## src/rtl/pipe_stage_elastic_pkg.sv

```systemverilog
// Shared types for the elastic pipeline stage: FSM state encoding and the
// mapping from state to reported occupancy.
package pipe_stage_elastic_pkg;

    // state    | meaning
    // ST_EMPTY | no beat held, main reg carries BUBBLE
    // ST_ONE   | one beat held in main reg
    // ST_TWO   | main reg plus skid reg both hold beats (SKID=1 builds only)
    typedef enum logic [1:0] {
        ST_EMPTY = 2'd0,
        ST_ONE   = 2'd1,
        ST_TWO   = 2'd2
    } stage_state_t;

    function automatic logic [1:0] occupancy_of(input stage_state_t s);
        logic [1:0] occ;
        case (s)
            ST_ONE:  occ = 2'd1;
            ST_TWO:  occ = 2'd2;
            default: occ = 2'd0;
        endcase
        return occ;
    endfunction

endpackage

```

## src/rtl/pipe_stage_elastic.sv

```systemverilog
// Elastic pipeline stage with valid/ready handshake, optional 2-entry skid,
// synchronous flush and hold. Output payload comes only from the main register,
// so there is never a combinational path from in_data_i to out_data_o.
//
// state    | meaning
// ST_EMPTY | nothing held; out_valid_o=0, out_data_o=BUBBLE
// ST_ONE   | one beat in main reg
// ST_TWO   | main reg + skid reg full; upstream is refused
module pipe_stage_elastic #(
    parameter int              DATA_W = 32,
    parameter logic [DATA_W-1:0] BUBBLE = '0,
    parameter bit              SKID   = 1'b1
) (
    input  logic              clk,
    input  logic              rst,
    input  logic              flush_i,
    input  logic              hold_i,
    input  logic              in_valid_i,
    output logic              in_ready_o,
    input  logic [DATA_W-1:0] in_data_i,
    output logic              out_valid_o,
    input  logic              out_ready_i,
    output logic [DATA_W-1:0] out_data_o,
    output logic [1:0]        occupancy_o
);
    import pipe_stage_elastic_pkg::*;

    stage_state_t      state_q;
    stage_state_t      state_d;
    logic [DATA_W-1:0] main_q;
    logic [DATA_W-1:0] main_d;
    logic [DATA_W-1:0] skid_data;
    logic              skid_load;
    logic              accept;
    logic              pop;

    assign out_valid_o = (state_q != ST_EMPTY);
    assign out_data_o  = main_q;
    assign occupancy_o = occupancy_of(state_q);

    assign accept = in_valid_i & in_ready_o;
    assign pop    = out_valid_o & out_ready_i & ~hold_i;

    // Next-state and main-register load. Hold needs no branch of its own:
    // it forces in_ready_o and pop low, so every state simply stays put.
    always_comb begin
        state_d   = state_q;
        main_d    = main_q;
        skid_load = 1'b0;
        if (flush_i) begin
            state_d = ST_EMPTY;
            main_d  = BUBBLE;
        end else begin
            case (state_q)
                ST_EMPTY: begin
                    if (accept) begin
                        state_d = ST_ONE;
                        main_d  = in_data_i;
                    end
                end
                ST_ONE: begin
                    if (accept && pop) begin
                        main_d = in_data_i;
                    end else if (accept && SKID) begin
                        state_d   = ST_TWO;
                        skid_load = 1'b1;
                    end else if (pop) begin
                        state_d = ST_EMPTY;
                        main_d  = BUBBLE;
                    end
                end
                ST_TWO: begin
                    if (pop) begin
                        state_d = ST_ONE;
                        main_d  = skid_data;
                    end
                end
                default: begin
                    state_d = ST_EMPTY;
                    main_d  = BUBBLE;
                end
            endcase
        end
    end

    // State and main payload register; reset discards any held beats.
    always_ff @(posedge clk or negedge rst) begin
        if (!rst) begin
            state_q <= ST_EMPTY;
            main_q  <= BUBBLE;
        end else begin
            state_q <= state_d;
            main_q  <= main_d;
        end
    end

    generate
        if (SKID) begin : g_skid
            logic              ready_q;
            logic [DATA_W-1:0] skid_q;

            // Registered ready: refuse upstream whenever the stage will be full.
            always_ff @(posedge clk or negedge rst) begin
                if (!rst) begin
                    ready_q <= 1'b0;
                end else begin
                    ready_q <= (state_d != ST_TWO);
                end
            end

            // Skid register catches the beat that arrives while downstream stalls.
            always_ff @(posedge clk or negedge rst) begin
                if (!rst) begin
                    skid_q <= '0;
                end else if (flush_i) begin
                    skid_q <= '0;
                end else if (skid_load) begin
                    skid_q <= in_data_i;
                end
            end

            assign skid_data  = skid_q;
            assign in_ready_o = ready_q & ~hold_i & ~flush_i;
        end else begin : g_noskid
            logic alive_q;

            // Keeps in_ready_o low while in reset and until the first clock after it.
            always_ff @(posedge clk or negedge rst) begin
                if (!rst) begin
                    alive_q <= 1'b0;
                end else begin
                    alive_q <= 1'b1;
                end
            end

            assign skid_data  = BUBBLE;
            assign in_ready_o = alive_q & ~hold_i & ~flush_i
                              & ((state_q == ST_EMPTY) | out_ready_i);
        end
    endgenerate

endmodule

```

## config.mk

```make
export PLATFORM = sky130hd
export DESIGN_NAME = pipe_stage_elastic
export DESIGN_NICKNAME = d
export VERILOG_FILES = /design/src/rtl/pipe_stage_elastic_pkg.sv /design/src/rtl/pipe_stage_elastic.sv
export SDC_FILE = /design/constraint.sdc
export NUM_CORES = 1
export LEC_CHECK = 0
export CAP_MARGIN = 20
export CELL_PAD_IN_SITES_DETAIL_PLACEMENT = 0
export CELL_PAD_IN_SITES_GLOBAL_PLACEMENT = 2
export CORE_ASPECT_RATIO = 1.25
export CORE_UTILIZATION = 35
export CTS_BUF_LIST = sky130_fd_sc_hd__clkbuf_8
export CTS_CLUSTER_DIAMETER = 100
export DETAILED_ROUTE_END_ITERATION = 16
export PLACE_DENSITY_LB_ADDON = 0.12
export SETUP_SLACK_MARGIN = 0.05
export SYNTH_ARGS = -nofsm -noshare
export SYNTH_HDL_FRONTEND = slang
export SYNTH_SLANG_ARGS = --single-unit
```

## constraint.sdc

```tcl
create_clock -name clk -period 1.89 [get_ports clk]
set_input_delay 0.378 -clock clk [delete_from_list [all_inputs] [get_ports clk]]
set_output_delay 0.378 -clock clk [all_outputs]
set_load 0.02 [all_outputs]
```

==> flow_metrics.env <==
export IMPL_status="completed"
export IMPL_setup_viol=0
export IMPL_start_util_pct=36.5
export IMPL_async_flop_share_pct=100
export IMPL_path_cells="or3b_4, nor3_4, buf_4, buf_16, mux2_2"
export IMPL_final_cell_count_no_fill=578
export IMPL_die_h_um=120
export IMPL_antenna_found_initial=0
export IMPL_crit_required_ns=2.12
export IMPL_dieArea_um2=11700
export IMPL_r2r_start="state_q[0]$_DFF_PN0_"
export IMPL_synth_top_cell_area_share_pct=42.7
export IMPL_crit_start="state_q[0]$_DFF_PN0_"
export IMPL_syn_area_um2=3930
export IMPL_grt_usage_pct=19.7
export IMPL_routed_wirelength_um=10900
export IMPL_crit_path_start_kind="register"
export IMPL_netlist_top_cells_area="dfrtp_1 43%, nand2b_1 11%, mux2_2 8.6%"
export IMPL_drive_above_1_share_pct=20.6
export IMPL_grt_overflow=0
export IMPL_io_buffer_count=73
export IMPL_drc=0
export IMPL_yosys_warnings=0
export IMPL_rows=42
export IMPL_max_freq_mhz=552
export IMPL_synth_edf_count=0
export IMPL_core_area_um2=10800
export IMPL_io_pin_count=74
export IMPL_htree_levels=3
export IMPL_clkTransAtPathRegs_ns=0.07
export IMPL_clockRootBuffer="clkbuf_8"
export IMPL_syn_nets=395
export IMPL_cts_buffers=9
export IMPL_cap_violations=0
export IMPL_r2r_slack_ns=0.08
export IMPL_layout_nets=479
export IMPL_syn_inst=357
export IMPL_grt_pass1_wl_um=17800
export IMPL_setup_slack_ns=0.0782
export IMPL_path_class="reg -> reg"
export IMPL_drt_iter0_markers=167
export IMPL_tightest_slew_ns=0.390
export IMPL_ir_worst_vdd_mv=0.358
export IMPL_dp_hpwl_um=6770
export IMPL_final_setup_skew_ns=0.00922
export IMPL_critPathMaxStageDelay_ns=0.42
export IMPL_area_delta_synth_final_pct=34.2
export IMPL_cp_max_fo=9
export IMPL_cp_top_family="simple AND/OR/NAND/NOR gates"
export IMPL_dr_pass1_iters=6
export IMPL_num_vias=3168
export IMPL_nFillCells=1015
export IMPL_cts_tree="built"
export IMPL_rsz0062_at_grt="true"
export IMPL_synth_ff_type="dfrtp_1"
export IMPL_hold_class="in -> async"
export IMPL_dp_cells=556
export IMPL_cp_buffers_inverters=2
export IMPL_die_width_um=96.8
export IMPL_p_per_area_nw_per_um2=648
export IMPL_clock_path_buffers=2
export IMPL_cp_slowest_cell="dfrtp_1"
export IMPL_fin_crit_sh_pct=95.9
export IMPL_slew_violations=0
export IMPL_gp_congestion=0.793
export IMPL_arrival_ns=2.04
export IMPL_post_synth_num_cell_types=28
export IMPL_clk_latency_ns=0.34
export IMPL_worst_setup_path_end_kind="register"
export IMPL_grt_max_degree=45
export IMPL_slew_headroom_pct=74.0
export IMPL_postRouteAntennaNets=0
export IMPL_pre_cts_ws_ns=-0.384
export IMPL_first_global_vias=3289
export IMPL_min_period_ns=1.81
export IMPL_routedWlPerCell_um=18.8
export IMPL_p_leak_uw=0.00215
export IMPL_via_per_inst=5.48
export IMPL_cts_sinks=67
export IMPL_yosysTopAreaCell="dfrtp_1"
export IMPL_ys_ff_latch=67
export IMPL_synth_seq_area_share_pct=42.7
export IMPL_finalHoldViolCount=0
export IMPL_n_antenna_cell=0
export IMPL_synth_avg_cell_area_um2=11.0
export IMPL_fin_setup_tns_ns=0
-- state kept, by name (all words and copies together) (netlist names) --
register,cells
state_q,2
g_skid.ready_q,1
g_skid.skid_q,32
out_data_o,32
-- final timing paths --
check	end	cells past startpoint
max	g_skid.skid_q[3]$_DFFE_PN0P_	5
max reg2reg	g_skid.skid_q[3]$_DFFE_PN0P_	5
max in group asynchronous	out_data_o[9]$_DFFE_PN0P_	3
min reg2reg	out_data_o[23]$_DFFE_PN0P_	2
min in group clk	state_q[0]$_DFF_PN0_	4
min	g_skid.skid_q[20]$_DFFE_PN0P_	2
-- report_power, final --
part	leakage [uW]	switching [uW]	internal [uW]	total, uW
clock network	0.000111	557	626	1180
registers	0.000918	31.2	1480	1520
logic	0.00112	359	358	717
-- kinds of logic (layout without fill, tap and decap cells) --
family                 after synthesis  after routing  share of synthesized area, %
AND/OR/NAND/NOR                    114            114                          18.6
multiplexers                        64             64                          17.3
flip-flops                          67             67                          42.7
AO/OA/AOI/OAI                       72             72                          16.9
buffers and inverters               40            129                          4.52
-- metrics by stage --
| stage | hold WS, ns | cell area (um^2) | util, % | power [uW] |
|---|---|---|---|---|
| floorplan | 0.0824 | 3930 | - | 1890 |
| global placement | 0.338 | 5010 | 46.5 | 2270 |
| detailed placement | 0.330 | 5010 | 46.5 | 2270 |
| CTS | 0.496 | 5250 | 48.7 | 3460 |
| global route | 0.515 | 5270 | 49.0 | 3570 |
| finish | 0.492 | 5270 | 49.0 | 3420 |
-- metal layers --
layer	GRT usage (%)	routed length [um]
met1	25.4	5050
met2	33.5	5360
met3	3.70	354
met4	6.16	114
met5	0	0
-- cell usage in the layout, fill, tap and decap left out, drive strengths merged --
cell	count
dfrtp	67
o32ai	33
o32a	31
a21oi	2
nand2	2
o21a	1
nand2b	66
clkinv	1
nand3b	4
a21bo	1
clkbuf	12
nand4bb	1
dlygate4sd3	1
or3b	1
or2	2
clkdlybuf4s50	65
dlymetal6s2s	2
a31o	1
or4bb	1
nor2	2
nor2b	34
mux2i	32
bufinv	1
buf	40
a2111o	1
inv	7
mux2	32
nor3	1
o22a	1
o41ai	1
-- cells in the mapped netlist, drive strengths merged (2+ instances only) --
master   n
a21oi    2
buf      9
mux2i   32
o32ai   33
inv      3
nand2b  66
o32a    31
clkbuf  28
nor2b   34
mux2    32
nor2     2
nand3b   4
dfrtp   67
nand2    2
or2      2
-- area by class of cell --
type | count | area (um^2) | area share [%]
clock inverter | 6 | 50.0 | 0.949
inverter | 3 | 11.3 | 0.214
clock buffer | 10 | 138 | 2.61
sequential | 67 | 1680 | 31.8
multi-input combinational | 250 | 2090 | 39.6
tap | 132 | 165 | 3.13
timing repair buffer | 110 | 1140 | 21.7
-- repair_timing --
action                                  CTS  global route
hold endpoints to repair                 23             0
buffers inserted                          2             1
pin swaps                                 1             2
gates cloned                              1             1
endpoints found under the setup margin   22            35
hold buffers                              1             0
resized for setup                        13             7
No activity file was read; power rests on OpenSTA's default activity.
